## config.mk

```make
export PLATFORM = sky130hd
export DESIGN_NAME = adc_spi_read_access_flat
export DESIGN_NICKNAME = d
export VERILOG_FILES = /design/src/rtl/adc_spi_read_access_if.sv /design/src/rtl/adc_spi_read_access.sv /design/src/flat_wrapper.sv
export SDC_FILE = /design/constraint.sdc
export NUM_CORES = 1
export LEC_CHECK = 0
export BUFFER_PORTS_ARGS = -buffer_cell sky130_fd_sc_hd__buf_2
export CAP_MARGIN = 20
export CORE_AREA = 2 2 67 69
export DETAILED_ROUTE_END_ITERATION = 6
export DIE_AREA = 0 0 69 71
export GPL_TIMING_DRIVEN = 0
export PLACE_DENSITY = 0.73
export SLEW_MARGIN = 20
export SYNTH_ARGS = -nofsm -noshare
export SYNTH_HDL_FRONTEND = slang
export SYNTH_SLANG_ARGS = --single-unit
```

## constraint.sdc

```tcl
create_clock -name CLK -period 4.7 [get_ports CLK]
set_input_delay 0.94 -clock CLK [delete_from_list [all_inputs] [get_ports CLK]]
set_output_delay 0.94 -clock CLK [all_outputs]
set_load 0.02 [all_outputs]
```

## src/rtl/adc_spi_read_access_if.sv

```systemverilog
// Bus between the ADC read controller, the acquisition control logic and the
// serial ADC pins. The slave side is the controller; the master side is
// whatever triggers it and supplies serial data.
interface adc_spi_read_access_if #(
    parameter int DATA_BITS = 16
);
    logic                 TR;
    logic                 AD_SDI;
    logic                 AD_CS;
    logic                 AD_SCLK;
    logic [DATA_BITS-1:0] DATA;
    logic                 VALID;
    logic                 BUSY;

    modport master (
        output TR,
        output AD_SDI,
        input  AD_CS,
        input  AD_SCLK,
        input  DATA,
        input  VALID,
        input  BUSY
    );

    modport slave (
        input  TR,
        input  AD_SDI,
        output AD_CS,
        output AD_SCLK,
        output DATA,
        output VALID,
        output BUSY
    );
endinterface

```

## src/rtl/adc_spi_read_access.sv

```systemverilog
// SPI read controller for an ADS8325-style 16-bit serial ADC. A trigger starts
// one transfer: chip-select low, LEAD_BITS + DATA_BITS SCLK periods, sample
// captured MSB first, parallel result with a one-cycle VALID strobe.
//
// state | meaning
// ------+--------------------------------------------------------------
// IDLE  | AD_CS high, waiting for TR
// SETUP | AD_CS low, CS-to-SCLK setup delay of CLK_DIV cycles
// HIGH  | AD_SCLK high for CLK_DIV cycles (sample taken on entry)
// LOW   | AD_SCLK low for CLK_DIV cycles between bits
// GAP   | AD_CS high for CS_HIGH cycles before the next trigger may start
module adc_spi_read_access #(
    parameter int CLK_DIV   = 4,
    parameter int LEAD_BITS = 6,
    parameter int DATA_BITS = 16,
    parameter int CS_HIGH   = 8
) (
    input  logic                  CLK,
    input  logic                  RESET,
    adc_spi_read_access_if.slave  bus
);

    localparam int N      = LEAD_BITS + DATA_BITS;
    localparam int CNT_MAX = (CLK_DIV > CS_HIGH) ? CLK_DIV : CS_HIGH;
    localparam int CW     = $clog2(CNT_MAX + 1);
    localparam int BW     = $clog2(N + 1);

    localparam logic [CW-1:0] DIV_LOAD = CW'(CLK_DIV - 1);
    localparam logic [CW-1:0] GAP_LOAD = CW'(CS_HIGH - 1);
    localparam logic [BW-1:0] LAST_BIT = BW'(N - 1);

    typedef enum logic [2:0] {
        S_IDLE,
        S_SETUP,
        S_HIGH,
        S_LOW,
        S_GAP
    } state_t;

    state_t               state_q, state_d;
    logic [CW-1:0]        cnt_q, cnt_d;
    logic [BW-1:0]        bit_q, bit_d;
    logic [DATA_BITS-1:0] shift_q, shift_d;
    logic [DATA_BITS-1:0] data_q, data_d;
    logic                 cs_q, cs_d;
    logic                 sclk_q, sclk_d;
    logic                 valid_q, valid_d;
    logic                 busy_q, busy_d;

    // Shift register with the current AD_SDI inserted at the LSB. Lead bits
    // are shifted through too; they fall off the top before the transfer ends.
    logic [DATA_BITS-1:0] shift_in;
    assign shift_in = (shift_q << 1) | DATA_BITS'(bus.AD_SDI);

    // Next-state and next-output logic for the transfer sequencer.
    always_comb begin
        state_d = state_q;
        cnt_d   = cnt_q;
        bit_d   = bit_q;
        shift_d = shift_q;
        data_d  = data_q;
        cs_d    = cs_q;
        sclk_d  = sclk_q;
        valid_d = 1'b0;
        busy_d  = busy_q;

        case (state_q)
            S_IDLE: begin
                // BUSY is released here rather than in GAP so that it covers
                // the full CS-high interval, including the cycle in which the
                // next trigger is sampled.
                busy_d = 1'b0;
                if (bus.TR) begin
                    cs_d    = 1'b0;
                    busy_d  = 1'b1;
                    cnt_d   = DIV_LOAD;
                    bit_d   = '0;
                    state_d = S_SETUP;
                end
            end

            S_SETUP: begin
                if (cnt_q == '0) begin
                    sclk_d  = 1'b1;
                    shift_d = shift_in;
                    cnt_d   = DIV_LOAD;
                    state_d = S_HIGH;
                end else begin
                    cnt_d = cnt_q - CW'(1);
                end
            end

            S_HIGH: begin
                if (cnt_q == '0) begin
                    sclk_d = 1'b0;
                    if (bit_q == LAST_BIT) begin
                        cs_d    = 1'b1;
                        data_d  = shift_q;
                        valid_d = 1'b1;
                        cnt_d   = GAP_LOAD;
                        state_d = S_GAP;
                    end else begin
                        cnt_d   = DIV_LOAD;
                        state_d = S_LOW;
                    end
                end else begin
                    cnt_d = cnt_q - CW'(1);
                end
            end

            S_LOW: begin
                if (cnt_q == '0) begin
                    sclk_d  = 1'b1;
                    bit_d   = bit_q + BW'(1);
                    shift_d = shift_in;
                    cnt_d   = DIV_LOAD;
                    state_d = S_HIGH;
                end else begin
                    cnt_d = cnt_q - CW'(1);
                end
            end

            S_GAP: begin
                if (cnt_q == '0) begin
                    state_d = S_IDLE;
                end else begin
                    cnt_d = cnt_q - CW'(1);
                end
            end

            default: begin
                state_d = S_IDLE;
                cs_d    = 1'b1;
                sclk_d  = 1'b0;
                busy_d  = 1'b0;
            end
        endcase
    end

    // State, counters and all outputs registered; reset forces the idle bus.
    always_ff @(posedge CLK or posedge RESET) begin
        if (RESET) begin
            state_q <= S_IDLE;
            cnt_q   <= '0;
            bit_q   <= '0;
            shift_q <= '0;
            data_q  <= '0;
            cs_q    <= 1'b1;
            sclk_q  <= 1'b0;
            valid_q <= 1'b0;
            busy_q  <= 1'b0;
        end else begin
            state_q <= state_d;
            cnt_q   <= cnt_d;
            bit_q   <= bit_d;
            shift_q <= shift_d;
            data_q  <= data_d;
            cs_q    <= cs_d;
            sclk_q  <= sclk_d;
            valid_q <= valid_d;
            busy_q  <= busy_d;
        end
    end

    assign bus.AD_CS   = cs_q;
    assign bus.AD_SCLK = sclk_q;
    assign bus.DATA    = data_q;
    assign bus.VALID   = valid_q;
    assign bus.BUSY    = busy_q;

endmodule

```

## src/flat_wrapper.sv

```systemverilog
// flat-port wrapper written by rule: the top's interface ports become plain ports
module adc_spi_read_access_flat 
#(
    parameter int CLK_DIV   = 4,
    parameter int LEAD_BITS = 6,
    parameter int DATA_BITS = 16,
    parameter int CS_HIGH   = 8
)
  (CLK, RESET, bus_TR, bus_AD_SDI, bus_AD_CS, bus_AD_SCLK, bus_DATA, bus_VALID, bus_BUSY);
  adc_spi_read_access_if #(.DATA_BITS(DATA_BITS)) bus_i ();
  input  logic CLK;
  input  logic RESET;
  input wire logic [$bits(bus_i.TR)-1:0] bus_TR;
  input wire logic [$bits(bus_i.AD_SDI)-1:0] bus_AD_SDI;
  output wire logic [$bits(bus_i.AD_CS)-1:0] bus_AD_CS;
  output wire logic [$bits(bus_i.AD_SCLK)-1:0] bus_AD_SCLK;
  output wire logic [$bits(bus_i.DATA)-1:0] bus_DATA;
  output wire logic [$bits(bus_i.VALID)-1:0] bus_VALID;
  output wire logic [$bits(bus_i.BUSY)-1:0] bus_BUSY;
  assign bus_i.TR = bus_TR;
  assign bus_i.AD_SDI = bus_AD_SDI;
  assign bus_AD_CS = bus_i.AD_CS;
  assign bus_AD_SCLK = bus_i.AD_SCLK;
  assign bus_DATA = bus_i.DATA;
  assign bus_VALID = bus_i.VALID;
  assign bus_BUSY = bus_i.BUSY;
  adc_spi_read_access #(.CLK_DIV(CLK_DIV), .LEAD_BITS(LEAD_BITS), .DATA_BITS(DATA_BITS), .CS_HIGH(CS_HIGH)) u_core (.CLK(CLK), .RESET(RESET), .bus(bus_i));
endmodule
```

After elaboration in Yosys (flattened, before gate mapping)
Index checks and enable logic that the tools add are counted.
- register bits after elaboration: 48
- output and inout port bits: 20
- mux-type cells: 27
- reduce and logical (&&, ||, !) cells: 15
- equal/unequal tests: 12
- add/sub/neg operators: 2
- bitwise operators: 3
- operators by type and width (cell ; number):
    2-to-1 mux 3 bit ; 6
    2-to-1 mux 4 bit ; 4
    bitwise OR 16 x 1 -> 16 bit ; 1
    case mux 4 bit (4 select lines) ; 1
    case mux 3 bit (4 select lines) ; 1
    AND reduction 3 bit ; 4
    2-to-1 mux 5 bit ; 2
    != test 2 x 1 -> 1 bit (second input constant) ; 5
    case mux 5 bit (2 select lines) ; 1
    2-to-1 mux 1 bit ; 9
    AND reduction 4 bit ; 2
    equality test 3 x 2 -> 1 bit (second input constant) ; 2
    case mux 1 bit (3 select lines) ; 2
    adder 5 x 1 -> 5 bit (second input constant) ; 1
    equality test 5 bit (second input constant) ; 1
    logical NOT 4 bit ; 1
    != test 2 bit (second input constant) ; 2
    nonzero test 4 bit ; 1
    OR reduction 2 bit ; 2
    OR reduction 4 bit ; 1
    subtractor 4 x 1 -> 4 bit (second input constant) ; 1
    equality test 3 x 1 -> 1 bit (second input constant) ; 1
    equality test 3 bit (second input constant) ; 1
    logical NOT 3 bit ; 1
    other kinds (5) ; 6

Depth between registers and ports, before layout
Gate-level depths: netlist of the first run.
- word-level depth: 4
- mapped depth: 8
- gate-level depth less buffers: 6

Least setup slack after synthesis of the first run
No wires, ideal clock.
- kind: register to register
- start point: register u_core.cnt_q[0]
- end point: register u_core.shift_q[0]
- buffers on the path: 1
- slack: 2.664 ns
- arrival time: 1.911 ns
- stages on the path, launching flop included: 8
- path through: dfrtp_1 > inv_1 > ha_1 > nor3b_2 > nand2_1 > nor2_2 > buf_4 > mux2_2
- longest elaborated chain between the ends: 2
- ends and longest elaborated chain (what ; line ; text):
    start: declaration ; adc_spi_read_access.sv:41 ; logic [CW-1:0] cnt_q, cnt_d;
    start signal: assignment ; adc_spi_read_access.sv:154 ; cnt_q <= cnt_d;
    logical NOT 4 bit ; adc_spi_read_access.sv:83, adc_spi_read_access.sv:112 ;
    AND reduction 2 bit (no line) ; -- ;
    end signal: assignment ; adc_spi_read_access.sv:156 ; shift_q <= shift_d;
    end: declaration ; adc_spi_read_access.sv:43 ; logic [DATA_BITS-1:0] shift_q, shift_d;
No other way between the ends.
A chain may end at the register's enable or synchronous reset.

Worst setup path after layout of the first run
- start point: register u_core.cnt_q[0]
- end point: register u_core.shift_q[1]
Same word-level chain as after synthesis.

==> results of run 1 <==
## kinds of logic after synthesis
kind of cell,Yosys count,synth area share
adder cells (fa/ha/maj),5,0.0272
flip-flops,48,0.545
AND/OR/NAND/NOR,47,0.122
multiplexers,34,0.188
XOR/XNOR,3,0.0119
AO/OA/AOI/OAI,24,0.0669
buffers and inverters,16,0.0397
## metal layers
| metal | share of wire | vias to the layer above |
|---|---|---|
| met5 | 0 | - |
| li1 | - | 687 |
| met3 | 0.033 | 5 |
| met4 | 0.016 | 0 |
| met1 | 0.46 | 700 |
| met2 | 0.49 | 21 |
## worst max-delay path, stage by stage, from the launching register on
cell,delay (ns)
sky130_fd_sc_hd__dfrtp_1,0.42
sky130_fd_sc_hd__inv_1,0.13
sky130_fd_sc_hd__ha_1,0.18
sky130_fd_sc_hd__nor3b_2,0.47
sky130_fd_sc_hd__nand2_1,0.17
sky130_fd_sc_hd__nor2_2,0.31
sky130_fd_sc_hd__buf_4,0.26
sky130_fd_sc_hd__mux2_2,0.35
## synthesized netlist by cell type, drive strengths merged, types with 3 or more instances
| master | instances |
|---|---|
| dfrtp | 47 |
| mux2 | 32 |
| nand2 | 9 |
| a21oi | 8 |
| nor2 | 8 |
| o21ai | 7 |
| clkbuf | 6 |
| buf | 5 |
| inv | 5 |
| nand3 | 5 |
| ha | 4 |
| nor3 | 4 |
| nand3b | 3 |
## final timing paths
| kind | start | slack [ns] | endpoint |
|---|---|---|---|
| min in group asynchronous | RESET | 0.67 | u_core.shift_q[7] |
| min reg2reg | u_core.bus.DATA[1] | 0.50 | u_core.bus.DATA[1] |
| max | u_core.cnt_q[0] | 2.30 | u_core.shift_q[1] |
| max in group asynchronous | RESET | 3.45 | u_core.bus.AD_CS |
| min | u_core.bus.DATA[1] | 0.50 | u_core.bus.DATA[1] |
| max reg2reg | u_core.cnt_q[0] | 2.30 | u_core.shift_q[1] |
## flip-flops by register name, indices dropped and copies added, names as in the netlist
register,cells
u_core.bit_q,5
u_core.state_q,3
u_core.cnt_q,4
u_core.bus.AD_CS,1
u_core.bus.DATA,16
u_core.bus.BUSY,1
u_core.shift_q,16
u_core.bus.AD_SCLK,1
u_core.bus.VALID,1
## layout make-up
type | count | area [sq um]
plain buffers | 11 | 68.8
clock buffers | 5 | 68.8
clock inverters | 2 | 60.1
fillers | 346 | 1670
inverters | 5 | 18.8
multi-input cells | 113 | 917
flip-flops and latches | 48 | 1200
well taps | 52 | 65.1
repair buffers | 23 | 138
## stage by stage
| stage | setup WS [ns] | utilization | power [mW] |
|---|---|---|---|
| detailed placement | 2.31 | 0.573 | 0.863 |
| global route | 2.10 | 0.604 | 1.27 |
| global placement | 2.14 | 0.567 | 0.839 |
| floorplan | 2.62 | - | 0.789 |
| CTS | 2.29 | 0.604 | 1.21 |
| finish | 2.30 | 0.604 | 1.20 |
## power breakdown
| part | total, mW | switching [mW] | internal [mW] |
|---|---|---|---|
| sequential | 0.543 | 0.0597 | 0.483 |
| combinational | 0.314 | 0.171 | 0.143 |
| clock | 0.341 | 0.131 | 0.209 |
| total | 1.20 | 0.362 | 0.836 |
==> results.json, run 1 <==
{
  "synthToLayoutAreaGrowth_pct": 15.0,
  "synth_async_sr_flop_share": 1.00,
  "data_required_time_of_the_worst_path_ns": 4.89,
  "post-route-period-util": 0.510,
  "routed-via-count": 1413,
  "cell_rows": 24,
  "post_cts.repair.setup_buffers": 0,
  "power_leakage_nw": 1.27,
  "synth_ff_type": "sky130_fd_sc_hd__dfrtp_1",
  "synthesis.area_per_instance_sq_um": 12.5,
  "tightest_slew_ns": 0.537,
  "drc_errors": 0,
  "timing.final.setup_violations": 0,
  "vias_per_cell": 5.46,
  "clkSlewWorstSetupHoldPaths_ns": 0.09,
  "antenna_cells": 0,
  "finalMaxSlewViolations": 0,
  "ff2ff_path_depth": 7,
  "post_synthesis_instance_area_sq_um": 2210,
  "global_route.overflow_total": 0,
  "postSynthRegisterBits": 48,
  "yosysWarningCount": 0,
  "die_w_um": 69,
  "critPathCaptureType": "flop",
  "grt_pass1_vias": 1442,
  "cts_inserted_buffers": 5,
  "initial_utilization": 0.525,
  "holdBufCountCts": 0,
  "vdd_ir_drop_max_uv": 208,
  "syn_nets": 185,
  "synthDistinctLibCells": 41,
  "die_h_um": 71,
  "grt_most_used_layer": "met2",
  "synth.yosys.seq_area_share": 0.545,
  "h-tree-depth": 2,
  "first_iter_violations": 74,
  "grt_pass1_wl_um": 6580,
  "hold_path_depth": 1,
  "peak_clock_frequency_supported_by_timing_mhz": 417,
  "dp.final_hpwl_um": 2680,
  "globalRouteMet2Util": 0.262,
  "grt_start_max_net_pins": 26,
  "hp-class": "reg2reg",
  "cp_max_fo": 10,
  "syn_inst": 177,
  "placedInstanceArea_sq_um": 2410,
  "path_class": "reg2reg",
  "hold_violations": 0,
  "setup_repair_after_global_routing_missed_its_margin": "false",
  "core_region_area_sq_um": 4200,
  "synthDominantAreaCellType": "sky130_fd_sc_hd__dfrtp_1",
  "critical_path.startpoint_type": "flop",
  "clk_path_buf_depth": 2,
  "edff_count_synth": 0,
  "timing.setup.tns_ns": 0,
  "final_cells": 259,
  "drt_pre_antenna_iters": 4,
  "relSlewSlack": 0.642,
  "tritoncts": "built",
  "fin_nets": 215,
  "gpl.final_weighted_congestion": 0.845,
  "clkLatencyLatePin_ns": 0.30,
  "cp.arrival_ns": 2.58,
  "post-route-min-period_ns": 2.40,
  "final_common_cell": "sky130_fd_sc_hd__dfrtp_1",
  "finalClockSkew_ns": 0.0100,
  "antenna_left": 0,
  "totalWireLength_um": 3800,
  "final_design_area_no_fill_sq_um": 2540,
  "overall_global_routing_usage": 0.168,
  "fin_hold_ws_ns": 0.503,
  "cts_root_buffer": "sky130_fd_sc_hd__clkbuf_8",
  "design.die.area_sq_um": 4900,
  "dp.cells": 252,
  "p_per_area_nw_per_um2": 472,
  "routed_wire_length_per_instance_um": 14.7,
  "ioPinCount": 24,
  "drv_cap": 0,
  "status": "finished clean",
  "use_met1": 0.220,
  "ranking_of_synthesized_cells_by_area": "sky130_fd_sc_hd__dfrtp_1 53%, sky130_fd_sc_hd__mux2_2 12%, sky130_fd_sc_hd__mux2_4 6.1%",
  "grt_antenna_before_repair": 0,
  "cts_sinks": 48,
  "post_route_cells_drive_above_1_share": 0.348,
  "cts_resized": 0,
  "synthDominantCellAreaShare": 0.533,
  "most-common-layout-cells": "47 x sky130_fd_sc_hd__dfrtp_1, 23 x sky130_fd_sc_hd__mux2_2, 23 x sky130_fd_sc_hd__buf_2",
  "port_buffers": 22,
  "globalRouteMet3Util": 0.0470
}
Note: power is estimated with default switching activity, not from simulation.
==> inputs of run 2 (changes only) <==
ABC_AREA = 1   (was not set)
PLACE_DENSITY = 0.74   (was 0.73)
clock period = 2.3 ns   (was 4.7 ns; I/O delays follow)
==> run 2 against run 1 <==
Net effect:
- utilization grew 0.12 points
- critical path type unchanged
- critical path depth grew 1
- first-iteration DRC count grew 16%
- global-route usage grew 2.1 points
- combinational power grew 150%
- die area is the same
- flip-flop and latch count is the same
==> results.json, run 2 <==
{
  "status": "finished clean",
  "antenna_left": 0,
  "hold_violations": 0,
  "post-route-period-util": 0.698,
  "finalClockSkew_ns": 0.00696,
  "met2RoutedLength_um": 1900,
  "routed-via-count": 1648,
  "syn_nets": 261,
  "cts_sinks": 48,
  "p_per_area_nw_per_um2": 990,
  "post_synthesis_instance_area_sq_um": 2220,
  "h-tree-depth": 2,
  "worstReg2RegEnd": "u_core.shift_q[5]",
  "core_region_area_sq_um": 4200,
  "fin_nets": 292,
  "clkLatencyLatePin_ns": 0.30,
  "holdBufCountCts": 0,
  "power_leakage_nw": 1.31,
  "post_cts.repair.setup_buffers": 0,
  "synthToLayoutAreaGrowth_pct": 14.5,
  "drc_errors": 0,
  "relSlewSlack": 0.724,
  "synth_commonest_cells": "83 x sky130_fd_sc_hd__nand2_1, 47 x sky130_fd_sc_hd__dfrtp_1, 33 x sky130_fd_sc_hd__inv_1",
  "gpl.final_weighted_congestion": 0.831,
  "finalMaxSlewViolations": 0,
  "die_w_um": 69,
  "grt_pass1_vias": 1634,
  "vias_per_cell": 4.89,
  "cp_dominant_cell_by_count": "sky130_fd_sc_hd__nand2_1",
  "postSynthRegisterBits": 48,
  "routed_wire_length_per_instance_um": 12.1,
  "drt_pre_antenna_iters": 4,
  "pwr-share-clk": 0.255,
  "post-route-min-period_ns": 1.61,
  "design.die.area_sq_um": 4900,
  "path_class": "reg2reg",
  "synthDistinctLibCells": 23,
  "cts_inserted_buffers": 5,
  "cts_root_buffer": "sky130_fd_sc_hd__clkbuf_8",
  "met3RoutedLength_um": 126,
  "timing.setup.tns_ns": 0,
  "post_route_cells_drive_above_1_share": 0.225,
  "vdd_ir_drop_max_uv": 509,
  "tightest_slew_ns": 0.414,
  "synthesis.area_per_instance_sq_um": 8.78,
  "yosysWarningCount": 0,
  "totalWireLength_um": 4070,
  "setup_repair_after_global_routing_missed_its_margin": "false",
  "synth_ff_type": "sky130_fd_sc_hd__dfrtp_1",
  "synth.yosys.seq_area_share": 0.541,
  "hp-class": "in2async",
  "part_of_the_total_power_dissipated_in_combinational_logic": 0.311,
  "final_common_cell": "sky130_fd_sc_hd__nand2_1",
  "power_report.internal_total_mw": 1.60,
  "m1WireLength_um": 1990,
  "register_share_of_total_power": 0.434,
  "grt_antenna_before_repair": 0,
  "ranking_of_synthesized_cells_by_area": "sky130_fd_sc_hd__dfrtp_1 53%, sky130_fd_sc_hd__nand2_1 14%, sky130_fd_sc_hd__o21ai_2 5.9%",
  "grt_start_max_net_pins": 32,
  "critical_path.n_buffers_inverters": 2,
  "cts_resized": 0,
  "total_power_mw": 2.52,
  "critPathCaptureType": "flop",
  "initial_utilization": 0.529,
  "drv_cap": 0,
  "r2r-start": "u_core.cnt_q[0]",
  "cp.arrival_ns": 1.78,
  "clk_path_buf_depth": 2,
  "data_required_time_of_the_worst_path_ns": 2.48,
  "die_h_um": 71,
  "synthDominantCellAreaShare": 0.529,
  "synth.most_common_cell": "sky130_fd_sc_hd__nand2_1",
  "fin_hold_ws_ns": 0.137,
  "switching_share_of_power": 0.364,
  "global_route.overflow_total": 0,
  "timing.critical_path.cells": "inv_1 > ha_1 > nand2_1 > nor2_4 > nand2_1 > buf_2 > nand2_1 > o21ai_0",
  "critical_path.startpoint_type": "flop",
  "syn_inst": 253,
  "grt_pass1_wl_um": 7320,
  "cell_rows": 24,
  "port_buffers": 23,
  "first_iter_violations": 86,
  "routed.top_layer": "met4",
  "cell_family_with_most_cp_delay": "simple AND/OR/NAND/NOR gates",
  "tritoncts": "built",
  "ioPinCount": 24,
  "cp_max_fo": 10,
  "edff_count_synth": 0,
  "dp.final_hpwl_um": 2870,
  "synthDominantAreaCellType": "sky130_fd_sc_hd__dfrtp_1",
  "net-switching-power_mw": 0.916,
  "antenna_cells": 0,
  "ff2ff_path_depth": 8,
  "most-common-layout-cells": "83 x sky130_fd_sc_hd__nand2_1, 47 x sky130_fd_sc_hd__dfrtp_1, 32 x sky130_fd_sc_hd__inv_1",
  "timing.final.setup_violations": 0,
  "synth_async_sr_flop_share": 1.00,
  "critical-path-slowest-cell": "sky130_fd_sc_hd__dfrtp_1",
  "peak_clock_frequency_supported_by_timing_mhz": 623,
  "timing.critical_path.slowest_cell_delay_ns": 0.40,
  "clkSlewWorstSetupHoldPaths_ns": 0.09,
  "reg2reg_setup_slack_ns": 0.69,
  "overall_global_routing_usage": 0.189
}
## run 2: cell types whose count changed after synthesis, sizes merged, moves of 5 or more
cell / change
clkbuf: -6
nand2: +75
o21ai: +31
inv: +30
nor2: +6
mux2: -32
nand3: +5
## run 2: worst max path at each step
stage | start | end | slack [ns] | cells past startpoint
floorplan | RESET | u_core.bit_q[0] | 0.70 | 1
global placement | RESET | u_core.bus.DATA[8] | 0.08 | 2
detailed placement | u_core.cnt_q[0] | u_core.shift_q[5] | 0.72 | 8
CTS | u_core.cnt_q[0] | u_core.shift_q[5] | 0.69 | 8
global route | u_core.cnt_q[0] | u_core.shift_q[6] | 0.52 | 7
finish | u_core.cnt_q[0] | u_core.shift_q[5] | 0.69 | 8
## run 2: metrics by stage
stage	util	setup WS, ns	cell area, sq um	std cells
final	0.605	0.695	2540	337
after global routing	0.605	0.516	2540	337
after CTS	0.605	0.693	2540	337
after detailed placement	0.576	0.715	2420	329
after global placement	0.571	0.0844	2400	328
after floorplan	-	0.697	2220	253
## run 2: layout make-up
cell class / instances / area (sq um)
inverters: 36 / 135
flip-flops and latches: 48 / 1200
repair buffers: 24 / 135
clock buffers: 6 / 82.6
fillers: 385 / 1660
multi-input cells: 162 / 825
plain buffers: 7 / 60.1
well taps: 52 / 65.1
clock inverters: 2 / 38.8
## run 2: cell families (layout without fill, tap and decap cells)
group | count (synthesis) | count (layout) | synth area share
AO/OA/AOI/OAI | 46 | 46 | 0.132
XOR/XNOR | 4 | 4 | 0.0158
adder cells (fa/ha/maj) | 4 | 4 | 0.0225
buffers and inverters | 43 | 75 | 0.0878
flip-flops | 48 | 48 | 0.541
AND/OR/NAND/NOR | 108 | 108 | 0.200
## run 2: power by group through the flow
stage / clock network, mW / logic (mW) / registers [mW]
global placement: 0 / 0.750 / 1.10
finish: 0.641 / 0.784 / 1.09
global route: 0.686 / 0.902 / 1.11
detailed placement: 0 / 0.773 / 1.11
floorplan: 0 / 0.570 / 1.13
CTS: 0.663 / 0.783 / 1.09
## run 2: metal layers
| layer | vias to the layer above | track usage |
|---|---|---|
| met3 | 6 | 0.0385 |
| met1 | 760 | 0.253 |
| met5 | - | 0 |
| met2 | 34 | 0.300 |
| met4 | 0 | 0.0850 |
| li1 | 848 | - |
==> inputs of run 3 (changes only) <==
ABC_AREA = 0   (was 1)
PLACE_DENSITY = 0.73   (was 0.74)
clock period = 1.5 ns   (was 2.3 ns; I/O delays follow)
==> run 3 against run 2 <==
Net effect:
- the flow now finishes with violations (setup timing)
- utilization rose by 12 points
- fmax fell by 20%
- combinational power rose by 140%
- global-route usage rose by 1.8 points
- worst setup slack got worse by 1.2 ns
- highest routed layer unchanged
- die area did not move
- largest power group is now combinational logic
- worst hold slack improved by 0.094 ns
- routed wire length rose by 18%
- sequential share of layout area fell by 7.8 points
- largest cell class unchanged
- final area rose by 20%
- clock skew barely moved
- clock power rose by 53%
==> results.json, run 3 (synthesis gave the netlist of run 1 again) <==
{
  "clk_path_buf_depth": 2,
  "initial_utilization": 0.525,
  "global_route.overflow_total": 0,
  "p_per_area_nw_per_um2": 1500,
  "critPathCaptureType": "flop",
  "post_route_cells_drive_above_1_share": 0.550,
  "relSlewSlack": 0.638,
  "drt_pre_antenna_iters": 4,
  "cp-startpoint": "u_core.cnt_q[0]",
  "routed_wire_length_per_instance_um": 17.0,
  "design.die.area_sq_um": 4900,
  "cts_sinks": 48,
  "cp.arrival_ns": 2.20,
  "die_w_um": 69,
  "final_common_cell": "sky130_fd_sc_hd__dfrtp_1",
  "first_iter_violations": 130,
  "vias_per_cell": 5.66,
  "grt_pass1_vias": 1633,
  "failing_checks": "setup timing",
  "gpl.final_weighted_congestion": 0.844,
  "setup.worst_path.end": "u_core.bus.DATA[6]",
  "dp.cells": 252,
  "antenna_cells": 0,
  "status": "finished with violations",
  "finalMaxSlewViolations": 0,
  "clkLatencyLatePin_ns": 0.30,
  "cts_inserted_buffers": 5,
  "hold_violations": 0,
  "total_power_mw": 4.58,
  "fin_nets": 238,
  "tritoncts": "built",
  "vdd_ir_drop_max_uv": 1060,
  "reg2reg_setup_slack_ns": -0.50,
  "post-route-period-util": 1.33,
  "timing.final.setup_violations": 47,
  "timing.final.ws_setup_ns": -0.502,
  "power_leakage_nw": 1.48,
  "path_class": "reg2reg",
  "core_region_area_sq_um": 4200,
  "timing.setup.tns_ns": -17.78,
  "totalWireLength_um": 4820,
  "data_required_time_of_the_worst_path_ns": 1.69,
  "n_fill_cell": 261,
  "r2r-start": "u_core.cnt_q[0]",
  "overall_global_routing_usage": 0.207,
  "antenna_left": 0,
  "ff2ff_path_depth": 6,
  "h-tree-depth": 2,
  "drc_errors": 0,
  "hp-class": "in2reg",
  "synthToLayoutAreaGrowth_pct": 38.2,
  "cp_max_fo": 5,
  "die_h_um": 71,
  "post-route-min-period_ns": 2.00,
  "tightest_slew_ns": 0.538,
  "grt_start_max_net_pins": 34,
  "cts_root_buffer": "sky130_fd_sc_hd__clkbuf_8",
  "routed-via-count": 1603,
  "drv_cap": 0,
  "port_buffers": 22,
  "most-common-layout-cells": "47 x sky130_fd_sc_hd__dfrtp_1, 25 x sky130_fd_sc_hd__mux2_4, 22 x sky130_fd_sc_hd__buf_2",
  "worstReg2RegEnd": "u_core.bus.DATA[6]",
  "setup_repair_after_global_routing_missed_its_margin": "true",
  "grt_antenna_before_repair": 0,
  "final_cells": 283,
  "finalClockSkew_ns": 0.00740,
  "peak_clock_frequency_supported_by_timing_mhz": 500,
  "area_taken_by_multi_input_logic_gates_sq_um": 1140,
  "clkSlewWorstSetupHoldPaths_ns": 0.09,
  "dp.final_hpwl_um": 2830,
  "grt_pass1_wl_um": 8050,
  "critical_path.startpoint_type": "flop",
  "layout.area.seq_sq_um": 1200,
  "fin_hold_ws_ns": 0.232,
  "ioPinCount": 24,
  "cell_rows": 24
}
-- run 3: cell types whose count changed in the layout (fill, tap and decap cells not counted), sizes merged, moves of 5 or more --
cell,change
inv,-31
buf,+17
mux2,+32
clkbuf,+8
nor2,-6
nand2,-75
nand3,-5
o21ai,-31
-- run 3: metrics by stage --
stage	cell area, sq um	util	setup slack, ns
3_3_place_gp	2490	0.593	-0.630
6_report	3050	0.725	-0.502
5_1_grt	3050	0.725	-0.535
3_5_place_dp	2510	0.598	-0.670
2_1_floorplan	2320	-	-0.469
4_1_cts	2940	0.699	-0.492
-- run 3: worst min-delay path by stage --
| stage | startpoint | endpoint | slack [ns] | depth (start not counted) |
|---|---|---|---|---|
| after detailed placement | RESET | u_core.shift_q[3] | 0.29 | 2 |
| after global placement | u_core.bus.DATA[5] | u_core.bus.DATA[5] | 0.48 | 1 |
| after CTS | bus_AD_SDI | u_core.shift_q[0] | 0.23 | 2 |
| final | bus_AD_SDI | u_core.shift_q[0] | 0.23 | 2 |
| after floorplan | bus_AD_SDI | u_core.shift_q[0] | 0.45 | 1 |
| after global routing | bus_AD_SDI | u_core.shift_q[0] | 0.23 | 2 |
-- run 3: repair_timing --
action	4_1_cts	5_1_grt
pin swaps	12	13
hold endpoints to repair	14	0
buffers inserted	16	8
hold buffers	1	0
setup endpoints to repair	46	47
resized for setup	34	20
gates cloned	2	1
-- run 3: layout make-up --
cell class	instances	area share
buffer	10	0.0369
clock buffer	6	0.0271
clock inverter	2	0.0127
inverter	5	0.00780
multi-input combinational	113	0.375
sequential	48	0.394
tap	52	0.0213
timing repair buffer	47	0.124
-- run 3: per-layer routing --
layer | GRT usage | vias up | part of all wire
met2 | 0.325 | 46 | 0.48
met4 | 0.0806 | 0 | 0.028
li1 | - | 738 | -
met5 | 0 | - | 0
met1 | 0.283 | 806 | 0.45
met3 | 0.0470 | 13 | 0.043
-- run 3: worst max-delay path: stages, from the launching register on --
cell	delay (ns)
sky130_fd_sc_hd__dfrtp_1	0.40
sky130_fd_sc_hd__inv_2	0.09
sky130_fd_sc_hd__ha_4	0.13
sky130_fd_sc_hd__or3b_4	0.37
sky130_fd_sc_hd__or3_4	0.42
sky130_fd_sc_hd__clkbuf_16	0.18
sky130_fd_sc_hd__mux2_4	0.29
-- run 3: power by group --
| group | switching, mW | internal (mW) | leakage, nW |
|---|---|---|---|
| combinational | 0.909 | 0.976 | 0.786 |
| clock | 0.433 | 0.545 | 0.0614 |
| sequential | 0.199 | 1.51 | 0.636 |
